### src/rtl/tt_sweep_characterizer.sv
// Truth-table characterizer for a 3-input gate: steps the eight input rows, samples the
// gate output and rebuilds its 8-bit code. Define TT_VOTE_EN for 2-of-3 majority sampling.
module tt_sweep_characterizer #(
  parameter int unsigned SETTLE_CYCLES = 4
) (
  input  logic       clk,
  input  logic       rst,
  input  logic       start,
  input  logic       abort,
  input  logic [7:0] expect_code,
  input  logic       dut_out,
  output logic [2:0] stim,
  output logic       busy,
  output logic       done,
  output logic [7:0] code,
  output logic       pass
);

  typedef enum logic [1:0] {
    IDLE,
    SETTLE,
    SAMPLE,
    FINISH
  } state_t;

  // With a one-cycle settle time there is nothing to wait for, so a row goes straight to SAMPLE.
  localparam logic [7:0] SETTLE_LOAD = 8'(SETTLE_CYCLES - 1);
  localparam state_t     FIRST_WAIT  = (SETTLE_CYCLES == 1) ? SAMPLE : SETTLE;

  state_t     state_q, state_d;
  logic [2:0] row_q, row_d;
  logic [7:0] cnt_q, cnt_d;
  logic [7:0] shadow_q, shadow_d;
  logic [7:0] code_q, code_d;
  logic       pass_q, pass_d;
  logic       done_q, done_d;
  logic       commit;
  logic       sample_bit;

`ifdef TT_VOTE_EN
  logic [1:0] vote_idx_q, vote_idx_d;
  logic [1:0] votes_q, votes_d;
`endif

  always_ff @(posedge clk or posedge rst) begin
    if (rst) begin
      state_q  <= IDLE;
      row_q    <= 3'd0;
      cnt_q    <= 8'd0;
      shadow_q <= 8'd0;
      code_q   <= 8'd0;
      pass_q   <= 1'b0;
      done_q   <= 1'b0;
`ifdef TT_VOTE_EN
      vote_idx_q <= 2'd0;
      votes_q    <= 2'd0;
`endif
    end else begin
      state_q  <= state_d;
      row_q    <= row_d;
      cnt_q    <= cnt_d;
      shadow_q <= shadow_d;
      code_q   <= code_d;
      pass_q   <= pass_d;
      done_q   <= done_d;
`ifdef TT_VOTE_EN
      vote_idx_q <= vote_idx_d;
      votes_q    <= votes_d;
`endif
    end
  end

  always_comb begin
    state_d    = state_q;
    row_d      = row_q;
    cnt_d      = cnt_q;
    shadow_d   = shadow_q;
    code_d     = code_q;
    pass_d     = pass_q;
    done_d     = 1'b0;
    commit     = 1'b0;
    sample_bit = 1'b0;
`ifdef TT_VOTE_EN
    vote_idx_d = vote_idx_q;
    votes_d    = votes_q;
`endif

    unique case (state_q)
      IDLE: begin
        if (start && !abort) begin
          row_d    = 3'd0;
          shadow_d = 8'd0;
          cnt_d    = SETTLE_LOAD;
          state_d  = FIRST_WAIT;
        end
      end
      SETTLE: begin
        if (cnt_q <= 8'd1) begin
          state_d = SAMPLE;
        end else begin
          cnt_d = cnt_q - 8'd1;
        end
      end
      SAMPLE: begin
`ifdef TT_VOTE_EN
        // Two samples are parked, the third arrives live and the majority is stored.
        if (vote_idx_q == 2'd2) begin
          commit     = 1'b1;
          sample_bit = (votes_q[0] & votes_q[1]) | (votes_q[0] & dut_out) | (votes_q[1] & dut_out);
          vote_idx_d = 2'd0;
        end else begin
          votes_d[vote_idx_q[0]] = dut_out;
          vote_idx_d             = vote_idx_q + 2'd1;
        end
`else
        commit     = 1'b1;
        sample_bit = dut_out;
`endif
      end
      FINISH: begin
        code_d  = shadow_q;
        pass_d  = (shadow_q == expect_code);
        done_d  = 1'b1;
        row_d   = 3'd0;
        state_d = IDLE;
      end
      default: begin
        state_d = IDLE;
      end
    endcase

    // Row r lands in code bit 7-r, so row 000 is the MSB as in the gate library numbering.
    if (commit) begin
      shadow_d[3'd7 - row_q] = sample_bit;
      if (row_q == 3'd7) begin
        state_d = FINISH;
      end else begin
        row_d   = row_q + 3'd1;
        cnt_d   = SETTLE_LOAD;
        state_d = FIRST_WAIT;
      end
    end

    if (abort && (state_q != IDLE)) begin
      state_d = IDLE;
      row_d   = 3'd0;
      code_d  = code_q;
      pass_d  = pass_q;
      done_d  = 1'b0;
`ifdef TT_VOTE_EN
      vote_idx_d = 2'd0;
`endif
    end
  end

  assign stim = row_q;
  assign busy = (state_q != IDLE);
  assign done = done_q;
  assign code = code_q;
  assign pass = pass_q;

endmodule

### config.mk
export PLATFORM = sky130hd
export DESIGN_NAME = tt_sweep_characterizer
export DESIGN_NICKNAME = d
export VERILOG_FILES = /design/src/rtl/tt_sweep_characterizer.sv
export SDC_FILE = /design/constraint.sdc
export NUM_CORES = 1
export LEC_CHECK = 0
export BUFFER_PORTS_ARGS = -buffer_cell sky130_fd_sc_hd__buf_4
export CAP_MARGIN = 20
export CORE_MARGIN = 3
export CORE_UTILIZATION = 60
export CTS_CLUSTER_DIAMETER = 80
export DETAILED_ROUTE_END_ITERATION = 10
export PLACE_DENSITY = 0.85
export SLEW_MARGIN = 10
export SYNTH_ARGS = -nofsm -noshare
export SYNTH_HDL_FRONTEND = slang
export SYNTH_SLANG_ARGS = --single-unit
### constraint.sdc
create_clock -name clk -period 2.73 [get_ports clk]
set_input_delay 0.4095 -clock clk [delete_from_list [all_inputs] [get_ports clk]]
set_output_delay 0.4095 -clock clk [all_outputs]
set_load 0.005 [all_outputs]
==> results of run 1 <==
[power by group through the flow]
| stage | sequential (W) | combinational [W] | clock, W |
|---|---|---|---|
| CTS | 0.000688 | 0.000795 | 0.000256 |
| global route | 0.000712 | 0.000885 | 0.000277 |
| global placement | 0.000685 | 0.000751 | 0 |
| floorplan | 0.000663 | 0.000607 | 0 |
| finish | 0.000692 | 0.000799 | 0.000248 |
| detailed placement | 0.000699 | 0.000784 | 0 |
[layout make-up]
class / count / area, µm²
Sequential cell: 31 / 776
Inverter: 10 / 37.5
Clock inverter: 1 / 5.00
Fill cell: 188 / 618
Timing Repair Buffer: 28 / 210
Tap cell: 30 / 37.5
Multi-Input combinational cell: 120 / 861
Clock buffer: 7 / 45.0
[placed cells by master, fill, tap and decap left out, types with 3 or more instances in the layout]
cell type / instances
sky130_fd_sc_hd__ha_1: 9
sky130_fd_sc_hd__inv_1: 10
sky130_fd_sc_hd__nand2_1: 17
sky130_fd_sc_hd__nand2b_1: 8
sky130_fd_sc_hd__nand4_1: 3
sky130_fd_sc_hd__clkbuf_4: 5
sky130_fd_sc_hd__a21oi_1: 6
sky130_fd_sc_hd__o21ai_0: 7
sky130_fd_sc_hd__dfrtp_1: 31
sky130_fd_sc_hd__xnor2_1: 9
sky130_fd_sc_hd__nor2_1: 8
sky130_fd_sc_hd__buf_4: 28
sky130_fd_sc_hd__a31oi_1: 5
sky130_fd_sc_hd__mux2_2: 8
sky130_fd_sc_hd__nand3_1: 6
sky130_fd_sc_hd__o31ai_1: 4
[worst reg2reg max path: stages (launching register included)]
cell and delay (ns):
sky130_fd_sc_hd__dfrtp_1 0.41, sky130_fd_sc_hd__inv_1 0.12, sky130_fd_sc_hd__ha_1 0.28, sky130_fd_sc_hd__nor2b_1 0.33, sky130_fd_sc_hd__nand2b_1 0.48, sky130_fd_sc_hd__mux2_2 0.40
[through the flow]
| step | total power [W] | hold slack (ns) | instance area [µm²] | setup slack [ns] | std cells |
|---|---|---|---|---|---|
| final | 0.00174 | 0.151 | 1970 | 0.587 | 227 |
| after floorplan | 0.00127 | 0.463 | 1710 | 0.909 | 167 |
| after CTS | 0.00174 | 0.157 | 1970 | 0.631 | 227 |
| after global placement | 0.00144 | 0.468 | 1920 | 0.768 | 219 |
| after detailed placement | 0.00148 | 0.497 | 1920 | 0.639 | 219 |
| after global routing | 0.00187 | 0.152 | 1970 | 0.418 | 227 |
[state kept, by name, summed over array words and instances, names as in the netlist]
signal    count
cnt_q         8
code          8
done          1
pass          1
shadow_q      8
state_q       2
stim          3
[worst max path at each step]
stage               slack (ns)  startpoint  cells past startpoint        to
floorplan                 0.91    cnt_q[5]                      4  cnt_q[2]
global placement          0.77  state_q[0]                      5   code[7]
detailed placement        0.64  state_q[0]                      5   code[1]
CTS                       0.63  state_q[0]                      5   code[1]
global route              0.42  state_q[0]                      5   code[3]
finish                    0.59  state_q[1]                      5   code[1]
[cell families (layout without fill, tap and decap cells)]
group,count (synthesis),after routing
compound gates,37,37
xor+xnor,9,9
fa+ha+maj,9,9
buf+inv,16,46
flops,31,31
mux,10,10
simple gates,55,55
[routing by layer]
layer  wire (µm)  GRT usage, %
met1        1560          27.5
met2        1630          35.4
met3         169          5.45
met4          73          12.6
met5           0             0
[Yosys cell counts (all sizes together)]
master and count:
mux2i 2, a211o 1, o311ai 1, dfrtp 31
a22o 1, o2bb2ai 1, o41ai 1, nand3b 1
a21o 2, a31oi 5, nand2b 8, nor4 1
or2 2, nand2 17, o311a 1, nor3b 1
nor2 8, ha 9, a41oi 1, a21oi 6
and3 1, mux2 8, buf 2, o2111ai 1
o21ai 7, a2bb2oi 1, xnor2 9, or3 1
nand4 3, o31ai 5, nand4b 1, or4 1
clkbuf 4, inv 10, nor2b 2, nor3 2
nand3 6, o32a 1, o211ai 2
==> reports/qor.yml, run 1 <==
p_clk_share_pct: 14.3
totalNegativeSetupSlack_ns: 0
clk_pin_slew_worst_paths_ns: 0.09
drt_wl_total_um: 3430
crit_slowest_cell: "sky130_fd_sc_hd__nand2b_1"
total_switching_power_w: 0.000706
clock_sink_count: 31
period_minus_slack_ns: 2.14
numPortBuffers: 26
synthDominantCellAreaShare_pct: 45.5
rr_endpoint: "code[1]"
htree_levels: 2
dominant_combinational_cell_family_by_area_after_synthesis: "simple AND/OR/NAND/NOR gates"
dr.first_iter.drc_count: 33
maxCapViolCount: 0
setup.worst_path.start_class: "register"
all_layer_global_routing_usage_pct: 22.3
timing.critical_path.slowest_cell_delay_ns: 0.48
finalNetCount: 218
max_freq_ghz: 0.467
synth-compound-area-share_pct: 16.3
postCtsResizedCells: 0
status: "finished clean"
crit_buf_inv: 1
number_of_global_route_vias_before_repair: 1315
rr_worst_depth: 5
synth.avg_cell_area_um2: 10.2
hold_viol_final: 0
grt_first_pass_wirelength_um: 5780
min_period_over_period_pct: 78.5
initial_antenna_violation_count: 0
power.leakage_nw: 0.949
die-width_um: 59.3
critPathMaxFanout: 11
path_class: "reg2reg"
final_layout_size_suffix_gt1_share_pct: 24.9
clk_root_buffer_cell: "sky130_fd_sc_hd__clkbuf_4"
worst_r2r_startpoint: "state_q[1]"
xor_xnor_share_of_the_synthesized_area_pct: 4.62
cts_buffers: 5
synth.net_count: 189
ant_nets: 0
cts.repair_timing.setup_buffer_count: 0
peakVddDrop_mv: 0.754
fp.coreArea_mm2: 0.00259
yosys.area_share.adder_pct: 6.60
p_int_w: 0.00103
worst_setup_path_end_kind: "register"
netlist.top_cell.by_area: "sky130_fd_sc_hd__dfrtp_1"
ys_ff_latch: 31
muxShareOfSynthArea_pct: 6.46
kind_of_cell_with_the_highest_combined_delay_on_the_critical_path: "simple AND/OR/NAND/NOR gates"
grt_remaining_overflow: 0
ys.warnings.count: 0
place_hpwl_um: 2570
rsz0062_at_grt: "no"
combPwrFrac_pct: 45.9
num_rows: 18
grt_start_max_net_pins: 32
gp_congestion: 0.908
dieHeight_um: 59.3
synth_area_leaders: "sky130_fd_sc_hd__dfrtp_1 (45%), sky130_fd_sc_hd__ha_1 (6.6%), sky130_fd_sc_hd__mux2_2 (5.3%)"
routed_wire_length_per_instance_um: 15.1
netSwitchingFraction_pct: 40.6
skew_ns: 0.00805
area.growth.synth_to_final_pct: 15.6
max-clock-path-buffers: 2
data_arrival_time_of_the_worst_path_ns: 2.36
slew_violations: 0
syn-cell-area_mm2: 0.00171
power.density_mw_per_mm2: 882
post_synth_and_or_nand_nor_area_fraction_pct: 16.5
tritoncts: "done"
fin_util_pct: 76.1
netlist-cell-type-count: 41
initial_utilization_pct: 65.8
antenna_cells_inserted: 0
worst_skew_pair.late_latency_ns: 0.33
cp.required_ns: 2.94
worstPathCellList: "inv_1 > ha_1 > nor2b_1 > nand2b_1 > mux2_2"
timing_worst_slew_pin_value_ns: 0.527
yosysSeqAreaShare_pct: 45.5
post_cts_hold_buffer_count: 0
synthCells: 167
via_count: 1339
firstDrtPassIters: 4
power.sequential.fraction_pct: 39.8
floorplan.die_area_mm2: 0.00352
timing.final.setup_violations: 0
remaining_drc_errors: 0
vias_per_cell: 5.90
io_pins: 27
worstHoldPathType: "in2async"
slew-limit-headroom_pct: 64.6
ff2ff_setup_slack_ns: 0.59
Power figures use the tool's default switching activity.
==> run 2, diff against run 1 <==
--- a/config.mk
+++ b/config.mk
@@ -8,10 +8,10 @@
 export BUFFER_PORTS_ARGS = -buffer_cell sky130_fd_sc_hd__buf_4
 export CAP_MARGIN = 20
 export CORE_MARGIN = 3
-export CORE_UTILIZATION = 60
+export CORE_UTILIZATION = 50
 export CTS_CLUSTER_DIAMETER = 80
 export DETAILED_ROUTE_END_ITERATION = 10
-export PLACE_DENSITY = 0.85
+export PLACE_DENSITY = 0.76
 export SLEW_MARGIN = 10
 export SYNTH_ARGS = -nofsm -noshare
 export SYNTH_HDL_FRONTEND = slang
==> constraint.sdc (replaced) <==
create_clock -name clk -period 1.8 [get_ports clk]
set_input_delay 0.27 -clock clk [delete_from_list [all_inputs] [get_ports clk]]
set_output_delay 0.27 -clock clk [all_outputs]
set_load 0.005 [all_outputs]
==> run 2 against run 1 <==
Compared with the run above:
- the run now ends with negative setup slack left
- combinational power rose by 86%
- hold slack got worse by 0.13 ns
- clock skew is 0.0026 ns higher
==> reports/qor.yml, run 2 (same netlist as run 1, synthesis figures left out) <==
clock_sink_count: 31
die-width_um: 64.4
design_area_mm2: 0.00214
maxCapViolCount: 0
max-clock-path-buffers: 2
cts_buffers: 5
commonest_non_fill_non_tap_cells_in_the_layout: "sky130_fd_sc_hd__buf_4 (40), sky130_fd_sc_hd__dfrtp_1 (31), sky130_fd_sc_hd__nand2_1 (17)"
cp.depth: 5
post-layout-total-power_w: 0.00290
p_clk_share_pct: 14.0
final_cell_count_no_fill: 254
antenna_cells_inserted: 0
drt_wl_total_um: 3700
placed_cells_incl_taps: 245
floorplan.die_area_mm2: 0.00415
worstHoldPathType: "in2async"
htree_levels: 2
clk_pin_slew_worst_paths_ns: 0.10
all_layer_global_routing_usage_pct: 19.6
max_freq_ghz: 0.544
rsz0062_at_grt: "yes"
peakVddDrop_mv: 0.848
fp.coreArea_mm2: 0.00315
grt_remaining_overflow: 0
ant_nets: 0
p_int_w: 0.00176
power.sequential.fraction_pct: 34.5
slew_violations: 0
grt_start_max_net_pins: 32
totalNegativeSetupSlack_ns: -0.105
timing.critical_path.slowest_cell_delay_ns: 0.58
skew_ns: 0.0106
finalNetCount: 232
number_of_global_route_vias_before_repair: 1417
num_rows: 20
timing.final.ws_setup_ns: -0.0386
grt_first_pass_wirelength_um: 6330
rr_worst_depth: 5
kind_of_cell_with_the_highest_combined_delay_on_the_critical_path: "simple AND/OR/NAND/NOR gates"
firstDrtPassIters: 4
detailed_place.area_mm2: 0.00205
data_arrival_time_of_the_worst_path_ns: 2.06
tritoncts: "done"
netSwitchingFraction_pct: 39.1
placement.setup.worst_slack_ns: -0.0309
total_switching_power_w: 0.00113
critPathMaxFanout: 5
min_period_over_period_pct: 102
gp_congestion: 0.817
area.growth.synth_to_final_pct: 25.5
crit_buf_inv: 1
period_minus_slack_ns: 1.84
layout.cells.most_common: "sky130_fd_sc_hd__buf_4"
io_pins: 27
worst_skew_pair.late_latency_ns: 0.33
timing.final.setup_violations: 3
status: "finished with violations"
worst_setup_path_end_kind: "register"
dr.first_iter.drc_count: 34
worstPathCellList: "or4_4 > o31ai_4 > buf_6 > mux2i_1 > nand2_1"
timing_worst_slew_pin_value_ns: 0.572
setup.worst_path.start_class: "register"
dieHeight_um: 64.4
vias_per_cell: 5.61
hold_viol_final: 0
combPwrFrac_pct: 51.5
initial_antenna_violation_count: 0
initial_utilization_pct: 54.1
slew-limit-headroom_pct: 61.6
clk_root_buffer_cell: "sky130_fd_sc_hd__clkbuf_4"
numPortBuffers: 26
via_count: 1425
routed_wire_length_per_instance_um: 14.6
cp.required_ns: 2.02
place_hpwl_um: 2780
power.density_mw_per_mm2: 1350
final_layout_size_suffix_gt1_share_pct: 32.4
power.leakage_nw: 1.04
failed_checks: "negative setup slack"
remaining_drc_errors: 0
crit_slowest_cell: "sky130_fd_sc_hd__or4_4"
path_class: "reg2reg"
-- run 2: cell count changes in the layout (fill, tap and decap cells not counted), sizes merged --
cell    previous run  this run
buf               28        42
clkbuf             7         6
-- run 2: power groups by stage --
stage / combinational (W) / sequential [W] / clock [W]
final: 0.00149 / 0.000998 / 0.000406
after global routing: 0.00165 / 0.00102 / 0.000452
after global placement: 0.00137 / 0.000992 / 0
after detailed placement: 0.00144 / 0.00101 / 0
after CTS: 0.00146 / 0.000992 / 0.000418
after floorplan: 0.000941 / 0.00100 / 0
-- run 2: worst min-delay path: stages --
cell and delay [ns]:
sky130_fd_sc_hd__buf_4 0.11, sky130_fd_sc_hd__inv_1 0.04, sky130_fd_sc_hd__buf_4 0.35
-- run 2: area by class of cell --
cell class / count / area (µm²)
well taps: 44 / 55.1
clock buffers: 6 / 51.3
repair buffers: 42 / 332
fillers: 262 / 1010
multi-input cells: 120 / 883
flip-flops and latches: 31 / 776
inverters: 10 / 37.5
clock inverters: 1 / 5.00
-- run 2: timing repair --
action / CTS / global route
hold buffers: 0 / 0
gates resized for setup: 0 / 6
setup buffers: 1 / 1
endpoints found under the setup margin: 2 / 19
pin swaps: 1 / 2
-- run 2: through the flow --
stage,hold slack [ns],util (%)
floorplan,0.374,-
global placement,0.373,65.1
detailed placement,0.384,65.1
CTS,0.0230,67.1
global route,0.0385,67.9
finish,0.0204,67.9
-- run 2: routing by layer --
layer	wire, µm	global-route usage, %	vias to the layer above
met1	1580	23.6	686
met3	225	7.21	6
met2	1850	31.6	45
met4	43	8.44	0
li1	-	-	688
met5	0	0	-
-- run 2: final timing paths --
path	start	end	slack (ns)
min in group clk	dut_out	shadow_q[5]	0.19
worst min-delay path	rst	code[4]	0.02
max in group asynchronous	rst	code[7]	1.49
worst max-delay path	cnt_q[6]	cnt_q[0]	-0.04
worst min register to register	pass	pass	0.48
worst max register to register	cnt_q[6]	cnt_q[0]	-0.04
